### config.mk
export PLATFORM = sky130hd
export DESIGN_NAME = ads868x_scan_seq
export DESIGN_NICKNAME = d
export VERILOG_FILES = /design/src/rtl/ads868x_scan_seq.sv
export SDC_FILE = /design/constraint.sdc
export NUM_CORES = 1
export LEC_CHECK = 0
export BUFFER_PORTS_ARGS = -buffer_cell sky130_fd_sc_hd__buf_2
export CAP_MARGIN = 20
export CORE_UTILIZATION = 58
export DETAILED_ROUTE_END_ITERATION = 16
export PLACE_DENSITY = 0.86
export SLEW_MARGIN = 0
export SYNTH_ARGS = -nofsm -noshare
export SYNTH_HDL_FRONTEND = slang
export SYNTH_SLANG_ARGS = --single-unit
### constraint.sdc
create_clock -name clk -period 4.4 [get_ports clk]
set_clock_uncertainty 0.05 [all_clocks]
set_input_delay 0.44 -clock clk [delete_from_list [all_inputs] [get_ports clk]]
set_output_delay 0.44 -clock clk [all_outputs]
set_load 0.005 [all_outputs]
### src/rtl/ads868x_scan_seq.sv
// Multi-channel scan sequencer for the ADS868x: steps an external analog mux,
// waits a settle time, runs one SPI frame per channel and emits tagged samples.
module ads868x_scan_seq #(
  parameter int NUM_CH      = 8,
  parameter int CH_W        = 3,
  parameter int FRAME_BYTES = 4,
  parameter int ADC_BITS    = 16,
  parameter int SETTLE_W    = 16
) (
  input  logic                     clk,
  input  logic                     rst,
  input  logic                     ctrl_enable,
  input  logic                     ctrl_pps_sync,
  input  logic [NUM_CH-1:0]        ctrl_ch_mask,
  input  logic [SETTLE_W-1:0]      ctrl_settle,
  input  logic [8*FRAME_BYTES-1:0] ctrl_cmd,
  input  logic                     stat_clr_overflow,
  input  logic                     pps,
  output logic [CH_W-1:0]          mux_sel,
  output logic                     mux_en,
  output logic [7:0]               spi_tx_tdata,
  output logic                     spi_tx_tvalid,
  input  logic                     spi_tx_tready,
  input  logic [7:0]               spi_rx_tdata,
  input  logic                     spi_rx_tvalid,
  output logic                     spi_rx_tready,
  output logic [31:0]              m_axis_tdata,
  output logic                     m_axis_tvalid,
  input  logic                     m_axis_tready,
  output logic                     m_axis_tlast,
  output logic                     stat_busy,
  output logic                     stat_overflow,
  output logic [15:0]              stat_scan_cnt
);

  localparam int         FRAME_W = 8 * FRAME_BYTES;
  localparam logic [2:0] FB      = 3'(FRAME_BYTES);

  typedef enum logic [2:0] {
    IDLE   = 3'd0,
    SELECT = 3'd1,
    SETTLE = 3'd2,
    XFER   = 3'd3,
    STORE  = 3'd4
  } state_t;

  state_t               state;
  logic                 pps_q;
  logic                 pps_rise;
  logic [NUM_CH-1:0]    mask_q;
  logic [CH_W-1:0]      ptr;
  logic [SETTLE_W-1:0]  settle_cnt;
  logic [2:0]           tx_cnt;
  logic [2:0]           tx_nxt;
  logic [2:0]           rx_cnt;
  logic [FRAME_W-1:0]   rx_frame;
  logic                 tx_valid_q;
  logic                 out_valid_q;
  logic [15:0]          scan_cnt;
  logic                 tx_hs;
  logic                 rx_take;
  logic [15:0]          sample;
  logic                 nxt_found;
  logic [CH_W-1:0]      nxt_ch;

  function automatic logic [CH_W-1:0] lowest_set(input logic [NUM_CH-1:0] m);
    logic [CH_W-1:0] idx;
    idx = '0;
    for (int i = NUM_CH - 1; i >= 0; i--) begin
      if (m[i]) idx = CH_W'(i);
    end
    return idx;
  endfunction

  // Byte k of the command word, counted from the MSB end.
  function automatic logic [7:0] cmd_byte(input logic [FRAME_W-1:0] cmd, input logic [2:0] k);
    logic [FRAME_W-1:0] sh;
    sh = cmd >> (8 * (FRAME_BYTES - 1 - int'(k)));
    return sh[7:0];
  endfunction

  assign pps_rise = pps & ~pps_q;
  assign tx_hs    = tx_valid_q & spi_tx_tready;
  assign tx_nxt   = tx_cnt + 3'd1;
  assign rx_take  = spi_rx_tvalid && (state == XFER) && (rx_cnt != FB);
  assign sample   = 16'(rx_frame[FRAME_W-1 -: ADC_BITS]);

  // Valids are masked by reset so they drop in the reset cycle itself.
  assign spi_tx_tvalid = tx_valid_q & ~rst;
  assign m_axis_tvalid = out_valid_q & ~rst;
  assign spi_rx_tready = ~rst;
  assign stat_busy     = (state != IDLE);
  assign stat_scan_cnt = scan_cnt;

  // Next higher enabled channel above the current pointer.
  // NOTE: every always_comb output gets a default first so no latch is inferred.
  always_comb begin
    nxt_found = 1'b0;
    nxt_ch    = ptr;
    for (int i = NUM_CH - 1; i >= 0; i--) begin
      if (mask_q[i] && (i > int'(ptr))) begin
        nxt_found = 1'b1;
        nxt_ch    = CH_W'(i);
      end
    end
  end

  // NOTE: sequential state uses non-blocking assignments only, so every read
  // below sees the pre-edge value regardless of statement order.
  always_ff @(posedge clk) begin
    if (rst) begin
      // NOTE: rx_frame is a plain shift register, not a memory, so it is reset too.
      state         <= IDLE;
      pps_q         <= 1'b0;
      mask_q        <= '0;
      ptr           <= '0;
      settle_cnt    <= '0;
      tx_cnt        <= '0;
      rx_cnt        <= '0;
      rx_frame      <= '0;
      tx_valid_q    <= 1'b0;
      spi_tx_tdata  <= '0;
      mux_sel       <= '0;
      mux_en        <= 1'b0;
      out_valid_q   <= 1'b0;
      m_axis_tdata  <= '0;
      m_axis_tlast  <= 1'b0;
      stat_overflow <= 1'b0;
      scan_cnt      <= '0;
    end else begin
      pps_q <= pps;

      if (out_valid_q && m_axis_tready) out_valid_q <= 1'b0;
      if (stat_clr_overflow) stat_overflow <= 1'b0;

      if (rx_take) begin
        rx_frame <= {rx_frame[FRAME_W-9:0], spi_rx_tdata};
        rx_cnt   <= rx_cnt + 3'd1;
      end

      case (state)
        IDLE: begin
          if (ctrl_enable && (|ctrl_ch_mask) && (!ctrl_pps_sync || pps_rise)) begin
            mask_q <= ctrl_ch_mask;
            ptr    <= lowest_set(ctrl_ch_mask);
            state  <= SELECT;
          end
        end

        SELECT: begin
          mux_sel    <= ptr;
          mux_en     <= 1'b1;
          settle_cnt <= ctrl_settle;
          tx_cnt     <= '0;
          rx_cnt     <= '0;
          state      <= (ctrl_settle == '0) ? XFER : SETTLE;
        end

        SETTLE: begin
          settle_cnt <= settle_cnt - SETTLE_W'(1);
          if (settle_cnt == SETTLE_W'(1)) state <= XFER;
        end

        XFER: begin
          if (tx_hs) begin
            tx_cnt <= tx_nxt;
            if (tx_nxt < FB) spi_tx_tdata <= cmd_byte(ctrl_cmd, tx_nxt);
            else             tx_valid_q   <= 1'b0;
          end else if (!tx_valid_q && (tx_cnt != FB)) begin
            tx_valid_q   <= 1'b1;
            spi_tx_tdata <= cmd_byte(ctrl_cmd, tx_cnt);
          end
          if ((tx_cnt == FB) && (rx_cnt == FB)) state <= STORE;
        end

        STORE: begin
          // A full, stalled output register keeps its beat; the new sample is lost.
          if (out_valid_q && !m_axis_tready) begin
            stat_overflow <= 1'b1;
          end else begin
            out_valid_q  <= 1'b1;
            m_axis_tdata <= {scan_cnt[7:0], 4'(ptr), 4'b0000, sample};
            m_axis_tlast <= ~nxt_found;
          end
          if (!nxt_found) scan_cnt <= scan_cnt + 16'd1;

          if (!ctrl_enable) begin
            state  <= IDLE;
            mux_en <= 1'b0;
          end else if (nxt_found) begin
            ptr   <= nxt_ch;
            state <= SELECT;
          end else if (ctrl_pps_sync || (ctrl_ch_mask == '0)) begin
            state  <= IDLE;
            mux_en <= 1'b0;
          end else begin
            mask_q <= ctrl_ch_mask;
            ptr    <= lowest_set(ctrl_ch_mask);
            state  <= SELECT;
          end
        end

        default: begin
          state  <= IDLE;
          mux_en <= 1'b0;
        end
      endcase
    end
  end

endmodule
==> flow_summary_export.csv <==
group,metric,value,unit
die,initial_core_util,59.5,%
run_status,status,"completed",
die,io-pin-count,139,
logic_synthesis,yosys.area_share.adder,1.52,%
detailed_routing,final_antenna_net_count,0,
logic_synthesis,synth_top_cell_area_share,44.1,%
critical_path,setup.worst_path.end_class,"register",
global_route,antenna_found_initial,0,
logic_synthesis,cell_types_with_the_largest_area_share_after_synthesis,"sky130_fd_sc_hd__dfxtp_1, sky130_fd_sc_hd__nand2_1, sky130_fd_sc_hd__a21oi_1",
logic_synthesis,ys_dominant_reg_cell,"sky130_fd_sc_hd__dfxtp_1",
die,chipHeight,102,µm
critical_path,crit_path_max_fanout,30,
die,num_rows,36,
critical_path,crit-reg2reg-launch,"ptr[2]",
cells_and_area,nFillCells,720,
cells_and_area,final_stage_net_count,895,
sta,fin_setup_tns,0,ns
sta,final.hold.worst_slack,0.102,ns
logic_synthesis,most_frequent_cell_after_synthesis,"sky130_fd_sc_hd__nand2_1",
cells_and_area,drive_above_1_share,22.9,%
place,place.port_buffers,133,
global_route,global_route.usage.total,28.1,%
die,core_area,0.00968,mm²
sta,slew_viol_final,0,
sta,finalSetupViolCount,0,
detailed_routing,drt_first_iter_violations,364,
die,die_w,102,µm
global_route,grt_pass1_wl,22900,µm
logic_synthesis,muxShareOfSynthArea,4.02,%
clock_network,cts_tree,"yes",
logic_synthesis,postSynthRegisterBits,127,
cells_and_area,area.growth.synth_to_final,22.6,%
sta,finalWorstPathRequiredPeriod,2.85,ns
logic_synthesis,synthesis.area,0.00576,mm²
critical_path,critical_path_class,"reg -> reg",
clock_network,cts_buffer_count,17,
critical_path,kind_of_start_point_of_the_critical_path,"register",
detailed_routing,vias_per_cell,5.80,
clock_network,postCtsSetupBuffers,0,
clock_network,cts_root_buf,"sky130_fd_sc_hd__clkbuf_8",
logic_synthesis,synthesis.area_per_instance,8.23,µm²
logic_synthesis,synth_compound_gate_area_share,20.1,%
clock_network,ctsLongestPathBuffers,2,
logic_synthesis,synth.lib_cells_used.distinct,68,
detailed_routing,route.detailed.drc,0,
sta,worst-slew-pin-transition,0.952,ns
cells_and_area,num_antenna_cells,0,
logic_synthesis,synth.largest_area_cell,"sky130_fd_sc_hd__dfxtp_1",
logic_synthesis,synth_top_cells_by_count,"sky130_fd_sc_hd__nand2_1, sky130_fd_sc_hd__dfxtp_1, sky130_fd_sc_hd__a21oi_1, sky130_fd_sc_hd__nor2_1, sky130_fd_sc_hd__clkbuf_1",
critical_path,worstPathArrival,3.20,ns
worst_hold_path,min_from,"spi_rx_tdata[0]",
clock_network,cts.htree.levels,4,
power,ir_worst_vdd,268,µV
critical_path,worst_setup_startpoint,"ptr[2]",
critical_path,worst-endpoint-required,4.75,ns
clock_network,clk_transition_reported_paths,0.06,ns
logic_synthesis,synth_top_family_by_area,"simple AND/OR/NAND/NOR gates",
logic_synthesis,yosys.area_share.simple,24.5,%
detailed_routing,drt-wirelength-per-cell,14.8,µm
logic_synthesis,synth_cells,700,
power,power_density,424,mW/mm²
place,detailedPlacementHpwl,9710,µm
logic_synthesis,synth.yosys.warnings,0,
sta,relSlewSlack,36.5,%
die,dieArea,0.0103,mm²
clock_network,insertion_delay,0.52,ns
global_route,grt_start_max_net_pins,70,
global_route,grt_remaining_overflow,0,
power,power.leakage,0.00280,µW
sta,max_freq,0.351,GHz
run,cap_viol_max_count,0,
sta,rsz0062_at_grt,"false",
global_route,first_global_vias,5070,
detailed_routing,routed_wirelength,14200,µm
logic_synthesis,post_synth_xor_area_fraction,1.19,%
detailed_routing,drt-pass1-iter-count,5,
clock_network,post_cts_resized,0,
place,globalplace.congestion,0.851,
logic_synthesis,async_reset_ff_share,0,%
clock_network,number_of_hold_buffers_added_after_cts,0,
sta,layout_worst_path_cycle_share,64.8,%
logic_synthesis,synth_enable_flop_cells,0,
clock_network,clock_sinks,127,
worst_hold_path,hold_path.class,"in -> reg",
sta,timing.final.hold_violations,0,
logic_synthesis,synth_seq_area_share,44.1,%
detailed_routing,num_vias,5577,
## through the flow
step	setup slack (ns)	instance area (µm²)	util, %	total power (µW)	std cells
after global placement	1.71	6430	66.4	1640	927
after detailed placement	1.55	6460	66.7	1660	928
after global routing	1.26	7060	72.9	3100	961
final	1.55	7060	72.9	2990	961
after CTS	1.53	7030	72.6	2990	960
after floorplan	2.42	5780	-	1550	704
## layout make-up
class / count / area (µm²) / area share [%]
clock inverters: 15 / 163 / 2.30
multi-input cells: 517 / 2980 / 42.2
repair buffers: 138 / 746 / 10.6
clock buffers: 17 / 414 / 5.86
flip-flops and latches: 127 / 2540 / 36.0
well taps: 133 / 166 / 2.36
inverters: 14 / 52.6 / 0.744
## worst max-delay path, stage by stage, from the launching register on
cell                      delay (ns)
sky130_fd_sc_hd__dfxtp_1        0.54
sky130_fd_sc_hd__o21ba_1        0.24
sky130_fd_sc_hd__nor4_4         0.41
sky130_fd_sc_hd__nand4_2        0.61
sky130_fd_sc_hd__nor4_1         0.53
sky130_fd_sc_hd__mux2_1         0.35
## power by group
| part | switching, µW | total (µW) | leakage, µW | internal [µW] |
|---|---|---|---|---|
| Combinational | 226 | 390 | 0.00150 | 164 |
| Clock | 608 | 1340 | 0.000282 | 734 |
| Sequential | 58.2 | 1260 | 0.00103 | 1200 |
| Total | 892 | 2990 | 0.00280 | 2100 |
## placed cells by master, fill, tap and decap left out, drive strengths merged, types with 5 or more instances in the layout
master / count
a21oi: 95
a22oi: 9
a2bb2oi: 5
a311oi: 5
a31oi: 9
buf: 138
clkbuf: 17
conb: 5
dfxtp: 127
ha: 7
inv: 24
mux4: 8
nand2: 157
nand2b: 10
nand3: 21
nand4: 9
nor2: 43
nor2b: 10
nor3: 8
nor4: 9
o211ai: 7
o21ai: 16
o311ai: 8
o31ai: 6
o41ai: 5
or3: 5
or4: 10
## routing by layer
| layer | vias up | routed length [µm] | share of wire (%) | global-route usage, % |
|---|---|---|---|---|
| met2 | 224 | 7080 | 50 | 48.9 |
| li1 | 2724 | - | - | - |
| met1 | 2612 | 6100 | 43 | 34.7 |
| met3 | 17 | 900 | 6.3 | 5.31 |
| met4 | 0 | 159 | 1.1 | 9.59 |
| met5 | - | 0 | 0 | 0 |
## registers in the layout (all words and copies together) (netlist names)
| signal | flops |
|---|---|
| rx_frame | 32 |
| m_axis_tlast | 1 |
| rx_cnt | 3 |
| settle_cnt | 16 |
| mux_en | 1 |
| m_axis_tdata | 27 |
| stat_overflow | 1 |
| pps_q | 1 |
| ptr | 3 |
| out_valid_q | 1 |
| spi_tx_tdata | 8 |
| tx_valid_q | 1 |
| tx_cnt | 3 |
| state | 3 |
| mux_sel | 3 |
| stat_scan_cnt | 16 |
| mask_q | 7 |
## path summary, 6_finish.rpt
| path | depth (start not counted) | end | slack [ns] |
|---|---|---|---|
| min | 3 | rx_frame[0] | 0.10 |
| max | 5 | stat_scan_cnt[10] | 1.55 |
| min reg2reg | 2 | m_axis_tdata[15] | 0.40 |
| max reg2reg | 5 | stat_scan_cnt[10] | 1.55 |
## logic make-up (layout without fill, tap and decap cells)
group                    after synthesis  after routing
buffers and inverters                 60            184
AO/OA/AOI/OAI                        184            184
adder cells (fa/ha/maj)                7              7
XOR/XNOR                               7              7
flip-flops                           127            127
AND/OR/NAND/NOR                      301            301
other                                  1              5
multiplexers                          13             13
Note: power is estimated with default switching activity, not from simulation.
